### config.mk
export PLATFORM = sky130hd
export DESIGN_NAME = operand_fetch_stage
export DESIGN_NICKNAME = d
export VERILOG_FILES = /design/src/rtl/operand_fetch_stage.sv
export SDC_FILE = /design/constraint.sdc
export NUM_CORES = 1
export LEC_CHECK = 0
export ABC_AREA = 1
export ABC_CLOCK_PERIOD_IN_PS = 18700
export CORE_AREA = 4 4 219 221
export CTS_CLUSTER_DIAMETER = 30
export DETAILED_ROUTE_END_ITERATION = 16
export DIE_AREA = 0 0 223 225
export PLACE_DENSITY = 0.58
export RECOVER_POWER = 50
export SYNTH_ARGS = -nofsm -noshare
export SYNTH_HDL_FRONTEND = slang
export SYNTH_SLANG_ARGS = --single-unit
### constraint.sdc
create_clock -name clk -period 18.7 [get_ports clk]
set_input_delay 3.74 -clock clk [delete_from_list [all_inputs] [get_ports clk]]
set_output_delay 3.74 -clock clk [all_outputs]
set_load 0.01 [all_outputs]
### src/rtl/operand_fetch_stage.sv
// ID/EX operand-fetch stage: register-file addressing, MEM/WB forwarding,
// hazard stalls and the valid/ready pipeline register that feeds EX.
module operand_fetch_stage #(
   parameter int unsigned WIDTH    = 64,
   parameter logic [4:0]  ZERO_REG = 5'd31
) (
   input  logic             clk,
   input  logic             reset,
   input  logic             in_valid,
   output logic             in_ready,
   input  logic [4:0]       in_rn,
   input  logic [4:0]       in_rm,
   input  logic [4:0]       in_rd,
   input  logic             in_reg_write,
   input  logic             in_use_imm,
   input  logic             in_uses_rm,
   input  logic [WIDTH-1:0] in_imm,
   output logic [4:0]       rf_rr1,
   output logic [4:0]       rf_rr2,
   input  logic [WIDTH-1:0] rf_rd1,
   input  logic [WIDTH-1:0] rf_rd2,
   input  logic             mem_reg_write,
   input  logic             mem_data_ok,
   input  logic [4:0]       mem_rd,
   input  logic [WIDTH-1:0] mem_data,
   input  logic             wb_reg_write,
   input  logic [4:0]       wb_rd,
   input  logic [WIDTH-1:0] wb_data,
   input  logic             flush,
   output logic             out_valid,
   input  logic             out_ready,
   output logic [WIDTH-1:0] out_a,
   output logic [WIDTH-1:0] out_b,
   output logic [WIDTH-1:0] out_store,
   output logic [4:0]       out_rd,
   output logic             out_reg_write
);

   logic             valid_q, valid_d;
   logic [WIDTH-1:0] a_q, a_d;
   logic [WIDTH-1:0] b_q, b_d;
   logic [WIDTH-1:0] store_q, store_d;
   logic [4:0]       rd_q, rd_d;
   logic             rw_q, rw_d;

   logic             ex_we, mem_pend, mem_fwd;
   logic             rn_ex, rn_mem, rm_ex, rm_mem;
   logic             rn_mem_hit, rn_wb_hit, rm_mem_hit, rm_wb_hit;
   logic             stall, advance;
   logic [WIDTH-1:0] rn_val, rm_val;

   function automatic logic src_match(input logic [4:0] src, input logic [4:0] rd,
                                      input logic we);
      return (src != ZERO_REG) && we && (src == rd);
   endfunction

   assign rf_rr1 = in_rn;
   assign rf_rr2 = in_rm;

   assign ex_we    = valid_q & rw_q;
   assign mem_pend = mem_reg_write & ~mem_data_ok;
   assign mem_fwd  = mem_reg_write & mem_data_ok;

   assign rn_ex  = src_match(in_rn, rd_q, ex_we);
   assign rn_mem = src_match(in_rn, mem_rd, mem_pend);
   assign rm_ex  = in_uses_rm & src_match(in_rm, rd_q, ex_we);
   assign rm_mem = in_uses_rm & src_match(in_rm, mem_rd, mem_pend);

   assign stall    = in_valid & (rn_ex | rn_mem | rm_ex | rm_mem);
   assign advance  = ~valid_q | out_ready;
   assign in_ready = advance & ~stall & ~flush;

   assign rn_mem_hit = src_match(in_rn, mem_rd, mem_fwd);
   assign rn_wb_hit  = src_match(in_rn, wb_rd, wb_reg_write);
   assign rm_mem_hit = in_uses_rm & src_match(in_rm, mem_rd, mem_fwd);
   assign rm_wb_hit  = in_uses_rm & src_match(in_rm, wb_rd, wb_reg_write);

   // MEM is the younger producer, so it takes priority over WB
   always_comb begin
      rn_val = rf_rd1;
      if (in_rn == ZERO_REG)  rn_val = '0;
      else if (rn_mem_hit)    rn_val = mem_data;
      else if (rn_wb_hit)     rn_val = wb_data;

      rm_val = rf_rd2;
      if (in_rm == ZERO_REG)  rm_val = '0;
      else if (rm_mem_hit)    rm_val = mem_data;
      else if (rm_wb_hit)     rm_val = wb_data;
   end

   always_comb begin
      valid_d = valid_q;
      a_d     = a_q;
      b_d     = b_q;
      store_d = store_q;
      rd_d    = rd_q;
      rw_d    = rw_q;
      if (flush) begin
         valid_d = 1'b0;
      end else if (advance && in_valid && !stall) begin
         valid_d = 1'b1;
         a_d     = rn_val;
         b_d     = in_use_imm ? in_imm : rm_val;
         store_d = rm_val;
         rd_d    = in_rd;
         rw_d    = in_reg_write;
      end else if (advance) begin
         valid_d = 1'b0;
      end
   end

   always_ff @(posedge clk or posedge reset) begin
      if (reset) begin
         valid_q <= 1'b0;
         a_q     <= '0;
         b_q     <= '0;
         store_q <= '0;
         rd_q    <= '0;
         rw_q    <= 1'b0;
      end else begin
         valid_q <= valid_d;
         a_q     <= a_d;
         b_q     <= b_d;
         store_q <= store_d;
         rd_q    <= rd_d;
         rw_q    <= rw_d;
      end
   end

   assign out_valid     = valid_q;
   assign out_a         = a_q;
   assign out_b         = b_q;
   assign out_store     = store_q;
   assign out_rd        = rd_q;
   assign out_reg_write = rw_q;

endmodule

==> qor.txt, run 1 <==
Number of buffers created by CTS -> 17
CP Capture Type -> primary output
Port-buffer cells -> 565
RR Startpoint -> out_rd[3]
Pre-CTS setup slack -> 8.74 ns
Power Density -> 70.3 nW/um2
Required time of the critical path -> 14.96 ns
Hold Path Class -> reg2reg
Cell Chain, Critical Path -> clkdlybuf4s50_1 > inv_1 > nand2_1 > nand2_1 > nand3_1 > nor2_4 > buf_4 > nand2_1 > nand2_1 > o21ai_0 > nand2_1 > nor2_1 > clkdlybuf4s50_1
Logic pwr share -> 34.3%
Commonest non-fill, non-tap cell in the layout -> nand2_1
Setup TNS -> 0 ns
Distinct cells, synth -> 23
Sequential power share -> 39.0%
Clock Sinks -> 199
Synth Flop Type -> dfrtp_1
DRT Pass-1 Iters -> 6
Syn nets -> 2557
CP arrival -> 6.24 ns
Skew final -> 0.0184 ns
Fin. Hold Viols -> 0
Post-CTS Resized -> 0
Die height -> 225 um
DR iter-0 viols -> 1326
Area growth, synth to finish -> 47.1%
Slew @ Worst Pin -> 6.40 ns
I/O pin cnt -> 566
Initial antenna violation count -> 12
Design area -> 20000 um2
All-Layer GR Usage -> 26.6%
Most used cell, CP -> nand2_1
CP Launch Point -> in_rm[3]
Most frequent cells in the layout -> 1043 x nand2_1, 388 x clkdlybuf4s50_1, 267 x nand3_1
Clock latency on the worst-skew pair -> 0.51 ns
Post-route DRC -> 0
Largest net degree at the start of global routing -> 200
Worst setup SP type -> input pin
Internal power -> 0.906 mW
Initial Utilization -> 29.4%
Setup slack after layout -> 8.72 ns
Clock power frac -> 26.7%
Syn Std Cell Area -> 13600 um2
Failing checks -> capacitance limit, slew limit
Ys Warns -> 0
Seq/Total Area, Yosys -> 36.7%
Placed cell area -> 19400 um2
Site row count -> 79
WP depth -> 13
Global placer's final weighted congestion -> 0.891
Clk slew on worst S/H paths -> 0.07 ns
DR vias/cell -> 5.11
Core Footprint -> 46200 um2
DP HPWL -> 45800 um
Max IR drop VDD -> 0.0641 mV
Post-route minimum period -> 9.98 ns
Share of cells above drive strength 1 -> 2.75%
FILL cells -> 4861
Number of flops mapped to enable cells by yosys -> 0
Worst-case reg-to-reg path depth -> 12
Hold buffers post-CTS -> 0
Nets@finish -> 2994
Crit path max-delay family -> buffers and inverters
Sw power -> 0.498 mW
Leakage power -> 10.5 nW
Total Power -> 1.40 mW
Chip width -> 223 um
Max_slew headroom -> -329%
Vias in the first global route -> 16548
Switch share -> 35.5%
Mapped Cells -> 2201
CTS tree -> built
CP Class -> in2out
Yosys reg bits -> 199
Final Max Slew Viols -> 131
Max cap viols -> 1
Syn_area_per_cell -> 6.17 um2
Buf+Inv Stages, Crit Path -> 4
RSZ-0062 raised after global routing -> false
Avg WL per Cell -> 21.0 um
Remaining Overflow, GRT -> 0
Flop2flop setup slack -> 16.13 ns
Status -> finished, violations left
Final setup viols -> 0
Routed Wire Length -> 68700 um
Antenna viol nets, final -> 0
Critical path's largest stage delay -> 0.65 ns
Routed vias -> 16690
Final Cycle Share -> 53.4%
Clock tree root buffer cell -> clkbuf_16
Area taken by multi-input logic gates -> 7010 um2
# H-tree levels -> 4
CP max FO -> 36
Setup crit end -> in_ready
Reg-to-Reg End -> out_store[52]
Bufs on Longest Clock Path -> 2
Setup Buffers After CTS -> 0
First-pass GRT wire length -> 103000 um
Critical-path top delay cell -> clkdlybuf4s50_1
Max Clk Rate -> 0.100 GHz
Area of the die -> 50200 um2
Register area -> 4980 um2
Async S/R FF share, synth -> 100%
==> cells in the mapped netlist, types with 12 or more instances <==
cell type	count	area, um2
nand2_1	1046	3930
nand3_1	268	1340
inv_1	222	833
dfrtp_1	199	4980
o21ai_0	72	360
nand4_1	67	419
a21oi_1	64	320
a31oi_1	64	400
buf_2	57	285
clkbuf_1	55	206
buf_1	31	116
nor2_1	16	60.1
buf_4	12	90.1
buf_6	12	135
==> through the flow <==
step                utilization [%]  cells  hold slack, ns
detailed placement             42.1   3226           0.464
global placement               42.1   3226           0.461
floorplan                         -   2201           0.515
CTS                            43.3   3258           0.484
finish                         43.3   3266           0.475
global route                   43.3   3266           0.490
==> layout make-up <==
cell class / instances / area share [%]
timing repair buffer: 585 / 29.1
clock buffer: 17 / 2.13
antenna: 8 / 0.100
sequential: 199 / 24.9
inverter: 224 / 4.21
tap: 607 / 3.80
clock inverter: 15 / 0.607
multi-input combinational: 1611 / 35.1
==> sequential cells by signal, summed over array words and instances, names as in the netlist <==
register,cells
out_reg_write,1
out_a,64
out_rd,5
out_store,64
out_valid,1
out_b,64
==> power groups by stage <==
stage / registers, mW / logic, mW / clock network (mW)
after floorplan: 0.586 / 0.162 / 0
after global placement: 0.556 / 0.506 / 0
after detailed placement: 0.556 / 0.507 / 0
after CTS: 0.550 / 0.509 / 0.387
after global routing: 0.556 / 0.521 / 0.405
final: 0.547 / 0.482 / 0.375
==> cell families (layout without fill, tap and decap cells) <==
group | after synthesis | in the layout | share of synthesized area [%]
and+or+nand+nor | 1405 | 1405 | 42.7
other | 0 | 8 | 0
DFF | 199 | 199 | 36.7
xor gates and xnor gates | 4 | 4 | 0.258
buffers and inverters | 391 | 841 | 12.3
AOI/OAI and AO/OA | 202 | 202 | 8.06
==> worst min-delay path, stage by stage, from the launching register on <==
cell and delay, ns:
dfrtp_1 0.34, nand2_1 0.05, nand2_1 0.05
==> layer usage <==
| layer | vias up | track usage, % | wire [um] |
|---|---|---|---|
| li1 | 7835 | - | - |
| met1 | 7958 | 32.4 | 27100 |
| met2 | 774 | 44.0 | 32900 |
| met3 | 115 | 9.22 | 6820 |
| met4 | 8 | 9.31 | 1860 |
| met5 | - | 0 | 53 |
==> worst min path at each step <==
stage / startpoint / endpoint / slack (ns) / cells past startpoint
after floorplan: out_b[0] / out_b[0] / 0.52 / 2
after global placement: out_store[51] / out_store[51] / 0.46 / 2
after detailed placement: out_b[20] / out_b[20] / 0.46 / 2
after CTS: out_store[54] / out_store[54] / 0.48 / 2
after global routing: out_store[54] / out_store[54] / 0.49 / 2
final: out_a[30] / out_a[30] / 0.47 / 2
No activity file was read; power rests on OpenSTA's default activity.
==> inputs of run 2 (changes only) <==
--- a/config.mk
+++ b/config.mk
@@ -6,12 +6,12 @@
 export NUM_CORES = 1
 export LEC_CHECK = 0
 export ABC_AREA = 1
-export ABC_CLOCK_PERIOD_IN_PS = 18700
-export CORE_AREA = 4 4 219 221
+export ABC_CLOCK_PERIOD_IN_PS = 10240
+export CORE_AREA = 4 4 215 217
 export CTS_CLUSTER_DIAMETER = 30
 export DETAILED_ROUTE_END_ITERATION = 16
-export DIE_AREA = 0 0 223 225
-export PLACE_DENSITY = 0.58
+export DIE_AREA = 0 0 219 221
+export PLACE_DENSITY = 0.6
 export RECOVER_POWER = 50
 export SYNTH_ARGS = -nofsm -noshare
 export SYNTH_HDL_FRONTEND = slang
==> constraint.sdc (replaced) <==
create_clock -name clk -period 10.24 [get_ports clk]
set_input_delay 2.048 -clock clk [delete_from_list [all_inputs] [get_ports clk]]
set_output_delay 2.048 -clock clk [all_outputs]
set_load 0.01 [all_outputs]
==> run 2 against run 1 <==
  * The flow still finishes with violations (capacitance limit, slew limit)
  * Register-to-register slack lost 8.5 ns
  * Worst hold slack worse by 0.0011 ns
  * Clock power grew 97%
  * Sequential cell count is the same
  * Wire length is 1.7% lower
  * Die area fell by 3.5%
  * Total power rose by 86%
  * Utilization increased by 2.1 points
  * First-iteration DRC count increased by 12%
  * Sequential power rose by 83%
  * Clock-buffer cell count stayed put
  * Largest cell class unchanged
==> qor.txt, run 2 (same netlist as run 1, synthesis figures left out) <==
Status -> finished, violations left
Failing checks -> capacitance limit, slew limit
Max IR drop VDD -> 0.0868 mV
RSZ-0062 raised after global routing -> false
Skew final -> 0.0152 ns
DR iter-0 viols -> 1486
Setup Buffers After CTS -> 0
Power Density -> 131 nW/um2
CP Class -> in2out
Max_slew headroom -> -187%
CP arrival -> 4.28 ns
Met2 track utilization from global routing -> 43.8%
CP Capture Type -> primary output
Global placer's final weighted congestion -> 0.864
Routing usage on met3 -> 7.81%
Die height -> 221 um
I/O pin cnt -> 566
Hold buffers post-CTS -> 0
Fin. Hold Viols -> 0
Clock Sinks -> 199
Worst setup SP type -> input pin
All-Layer GR Usage -> 26.9%
Port-buffer cells -> 565
Bufs on Longest Clock Path -> 2
Most frequent cells in the layout -> 1043 x nand2_1, 378 x clkdlybuf4s50_1, 267 x nand3_1
Chip width -> 219 um
Largest net degree at the start of global routing -> 200
Site row count -> 77
Clock latency on the worst-skew pair -> 0.47 ns
First-pass GRT wire length -> 101000 um
Clk slew on worst S/H paths -> 0.08 ns
Post-route minimum period -> 6.33 ns
Core Footprint -> 44100 um2
Vias in the first global route -> 16407
DRT Pass-1 Iters -> 6
Pre-CTS setup slack -> 3.94 ns
FILL cells -> 4673
DP HPWL -> 45600 um
Slew @ Worst Pin -> 4.28 ns
Required time of the critical path -> 8.19 ns
Routed Wire Length -> 67500 um
CTS tree -> built
Max Clk Rate -> 0.158 GHz
Final Max Slew Viols -> 86
Met1 Use GR -> 33.3%
Number of buffers created by CTS -> 17
Setup TNS -> 0 ns
Avg WL per Cell -> 20.8 um
Post-route DRC -> 0
Area growth, synth to finish -> 47.4%
Hold Path Class -> reg2reg
Remaining Overflow, GRT -> 0
DR vias/cell -> 5.13
Setup slack after layout -> 3.91 ns
Commonest non-fill, non-tap cell in the layout -> nand2_1
Busiest grt layer -> met2
Antenna viol nets, final -> 0
Nets@finish -> 2994
Post-CTS Resized -> 0
Share of cells above drive strength 1 -> 2.75%
Initial Utilization -> 30.8%
Final setup viols -> 0
Final Cycle Share -> 61.8%
Routed vias -> 16688
Initial antenna violation count -> 16
CP max FO -> 6
Max cap viols -> 1
Area of the die -> 48400 um2
Clock tree root buffer cell -> clkbuf_16
Leakage power -> 10.5 nW
# H-tree levels -> 4
run 2: worst paths after layout:
path | startpoint | end | slack [ns] | cells past startpoint
setup reg to reg | out_rd[3] | out_b[27] | 7.63 | 13
max in group asynchronous | reset | out_a[62] | 4.54 | 3
hold reg to reg | out_b[41] | out_b[41] | 0.47 | 2
min in group asynchronous | reset | out_valid | 3.32 | 2
hold / removal | out_b[41] | out_b[41] | 0.47 | 2
setup / recovery | in_rn[2] | in_ready | 3.91 | 10
run 2: power breakdown:
part / switching [mW] / leakage, nW / internal [mW]
Sequential: 0.0811 / 2.48 / 0.919
Clock: 0.351 / 0.290 / 0.386
Combinational: 0.461 / 7.73 / 0.416
run 2: critical path, cell delays in order:
cell	delay, ns
clkdlybuf4s50_1	0.66
nand3_1	0.14
nor2_2	0.24
nor2_1	0.08
nand3_1	0.08
nand2_1	0.09
o21ai_0	0.19
nand2_1	0.07
nor2_1	0.10
clkdlybuf4s50_1	0.56
run 2: cell type report:
cell class	instances	area [um2]	share of cell area (%)
multi-input cells	1611	7010	35.0
diodes	11	27.5	0.137
repair buffers	585	5830	29.1
inverters	224	842	4.20
flip-flops and latches	199	4980	24.9
clock inverters	15	176	0.881
clock buffers	17	425	2.12
well taps	592	741	3.70
run 2: metal layers:
metal | wire [um] | part of all wire, % | vias to the layer above
li1 | - | - | 7830
met5 | 80 | 0.12 | -
met1 | 26400 | 39 | 7838
met4 | 2520 | 3.7 | 12
met3 | 7120 | 11 | 142
met2 | 31400 | 47 | 866
run 2: per-stage QoR:
step / util, % / total power, mW / hold slack [ns] / std cells / cell area, um2
6_report: 45.4 / 2.62 / 0.474 / 3254 / 20000
5_1_grt: 45.4 / 2.75 / 0.491 / 3253 / 20000
4_1_cts: 45.3 / 2.69 / 0.485 / 3243 / 20000
3_5_place_dp: 44.0 / 1.94 / 0.464 / 3211 / 19400
3_3_place_gp: 44.0 / 1.94 / 0.462 / 3211 / 19400
2_1_floorplan: - / 1.37 / 0.515 / 2201 / 13600
==> inputs of run 3 (changes only) <==
--- a/config.mk
+++ b/config.mk
@@ -6,11 +6,11 @@
 export NUM_CORES = 1
 export LEC_CHECK = 0
 export ABC_AREA = 1
-export ABC_CLOCK_PERIOD_IN_PS = 10240
-export CORE_AREA = 4 4 215 217
+export ABC_CLOCK_PERIOD_IN_PS = 5590
+export CORE_AREA = 4 4 219 221
 export CTS_CLUSTER_DIAMETER = 30
 export DETAILED_ROUTE_END_ITERATION = 16
-export DIE_AREA = 0 0 219 221
+export DIE_AREA = 0 0 223 225
 export PLACE_DENSITY = 0.6
 export RECOVER_POWER = 50
 export SYNTH_ARGS = -nofsm -noshare
==> constraint.sdc (replaced) <==
create_clock -name clk -period 5.59 [get_ports clk]
set_input_delay 1.118 -clock clk [delete_from_list [all_inputs] [get_ports clk]]
set_output_delay 1.118 -clock clk [all_outputs]
set_load 0.01 [all_outputs]
==> run 3 against run 2 <==
  * The flow still finishes with violations (capacitance limit, slew limit)
  * Final cell count rose by 0.25%
  * Utilization fell by 1.9 points
  * First-iteration DRC count rose by 5.9%
  * Largest power group unchanged
  * Highest routed layer unchanged
==> qor.txt, run 3 (same netlist as run 1, synthesis figures left out) <==
Max cap viols -> 2
Skew final -> 0.0110 ns
Fin. Hold Viols -> 0
Commonest non-fill, non-tap cell in the layout -> nand2_1
Clk slew on worst S/H paths -> 0.08 ns
Post-route DRC -> 0
CP max FO -> 6
Remaining Overflow, GRT -> 0
Failing checks -> capacitance limit, slew limit
Max_slew headroom -> -39.4%
Leakage power -> 10.4 nW
Die height -> 225 um
Reg-to-Reg End -> out_store[33]
DR iter-0 viols -> 1574
Final setup viols -> 0
# H-tree levels -> 4
Core Footprint -> 46200 um2
Setup Buffers After CTS -> 0
Critical path's largest stage delay -> 0.65 ns
Required time of the critical path -> 4.47 ns
Antenna viol nets, final -> 0
Clock latency on the worst-skew pair -> 0.50 ns
Max Clk Rate -> 0.223 GHz
Hold_sp -> out_store[9]
Most frequent cells in the layout -> 1043 x nand2_1, 458 x clkdlybuf4s50_1, 267 x nand3_1
Pre-CTS setup slack -> 1.11 ns
Number of buffers created by CTS -> 17
Site row count -> 79
Area of the die -> 50200 um2
Cell Chain, Critical Path -> clkdlybuf4s50_1 > nand2_1 > nor2_2 > nor2_1 > nand3_1 > nand2_1 > o21ai_0 > nand2_1 > nor2_1 > clkdlybuf4s50_1
Hold Path Class -> reg2reg
RSZ-0062 raised after global routing -> false
Clock tree root buffer cell -> clkbuf_16
Status -> finished, violations left
DR vias/cell -> 5.12
Worst-case reg-to-reg path depth -> 13
Share of cells above drive strength 1 -> 2.68%
Largest net degree at the start of global routing -> 164
Most used cell, CP -> nand2_1
All-Layer GR Usage -> 25.7%
Final Cycle Share -> 80.1%
Nets@finish -> 2994
Global placer's final weighted congestion -> 0.893
CTS tree -> built
Bufs on Longest Clock Path -> 2
CP Class -> in2out
Slew @ Worst Pin -> 2.09 ns
Avg WL per Cell -> 20.4 um
DP HPWL -> 44500 um
Worst setup SP type -> input pin
Initial Utilization -> 29.4%
Flop2flop setup slack -> 3.26 ns
I/O pin cnt -> 566
Critical-path top delay cell -> clkdlybuf4s50_1
Post-CTS Resized -> 0
CP Capture Type -> primary output
Area growth, synth to finish -> 47.7%
RR Startpoint -> out_rd[1]
Setup slack after layout -> 1.11 ns
Hold Path End -> out_store[9]
Max IR drop VDD -> 0.167 mV
Routed Wire Length -> 66600 um
DRT Pass-1 Iters -> 5
CP arrival -> 3.36 ns
Post-route minimum period -> 4.48 ns
Hold Path Depth -> 2
Setup TNS -> 0 ns
Routed vias -> 16715
Hold buffers post-CTS -> 0
Power Density -> 241 nW/um2
First-pass GRT wire length -> 100000 um
Clock Sinks -> 199
Chip width -> 223 um
Final Max Slew Viols -> 70
Initial antenna violation count -> 5
Vias in the first global route -> 16437
Port-buffer cells -> 565
## run 3: cell type report
| type | count | area [um2] |
|---|---|---|
| inverter | 224 | 842 |
| clock inverter | 13 | 164 |
| tap | 607 | 759 |
| fill | 4832 | 26100 |
| antenna | 5 | 12.5 |
| sequential | 199 | 4980 |
| clock buffer | 18 | 439 |
| timing repair buffer | 585 | 5860 |
| multi-input combinational | 1611 | 7010 |
## run 3: metal layers
| metal | up-vias | track usage, % | part of all wire [%] |
|---|---|---|---|
| li1 | 7823 | - | - |
| met1 | 7907 | 32.1 | 40 |
| met2 | 854 | 41.6 | 47 |
| met3 | 129 | 7.62 | 9.6 |
| met4 | 2 | 10.9 | 3.6 |
| met5 | - | 0 | 0.020 |
## run 3: per-stage QoR
stage	hold WS [ns]	utilization, %	std cells	cell area [um2]	power (mW)
final	0.475	43.5	3262	20100	4.85
after global routing	0.489	43.5	3261	20100	5.10
after CTS	0.485	43.5	3257	20100	4.96
after detailed placement	0.464	42.2	3226	19500	3.56
after global placement	0.460	42.2	3226	19500	3.55
after floorplan	0.515	-	2201	13600	2.50
## run 3: worst max-delay path by stage
stage	startpoint	end	slack [ns]
3_5_place_dp	in_rm[3]	in_ready	1.11
5_1_grt	reset	out_b[45]	0.93
4_1_cts	in_rm[2]	in_ready	1.11
2_1_floorplan	reset	out_a[0]	1.90
3_3_place_gp	in_rm[2]	in_ready	1.07
6_report	in_rm[2]	in_ready	1.11
## run 3: critical path: cells and delay by family
family,cells,cell delay [ns]
AO/OA/AOI/OAI,1,0.20
buffers and inverters,2,1.21
AND/OR/NAND/NOR,7,0.83
## run 3: power by group
part           internal [mW]  switching, mW  leakage (nW)
Sequential              1.68          0.158          2.48
Clock                  0.686          0.681         0.291
Combinational          0.800          0.839          7.63
Total                   3.17           1.68          10.4
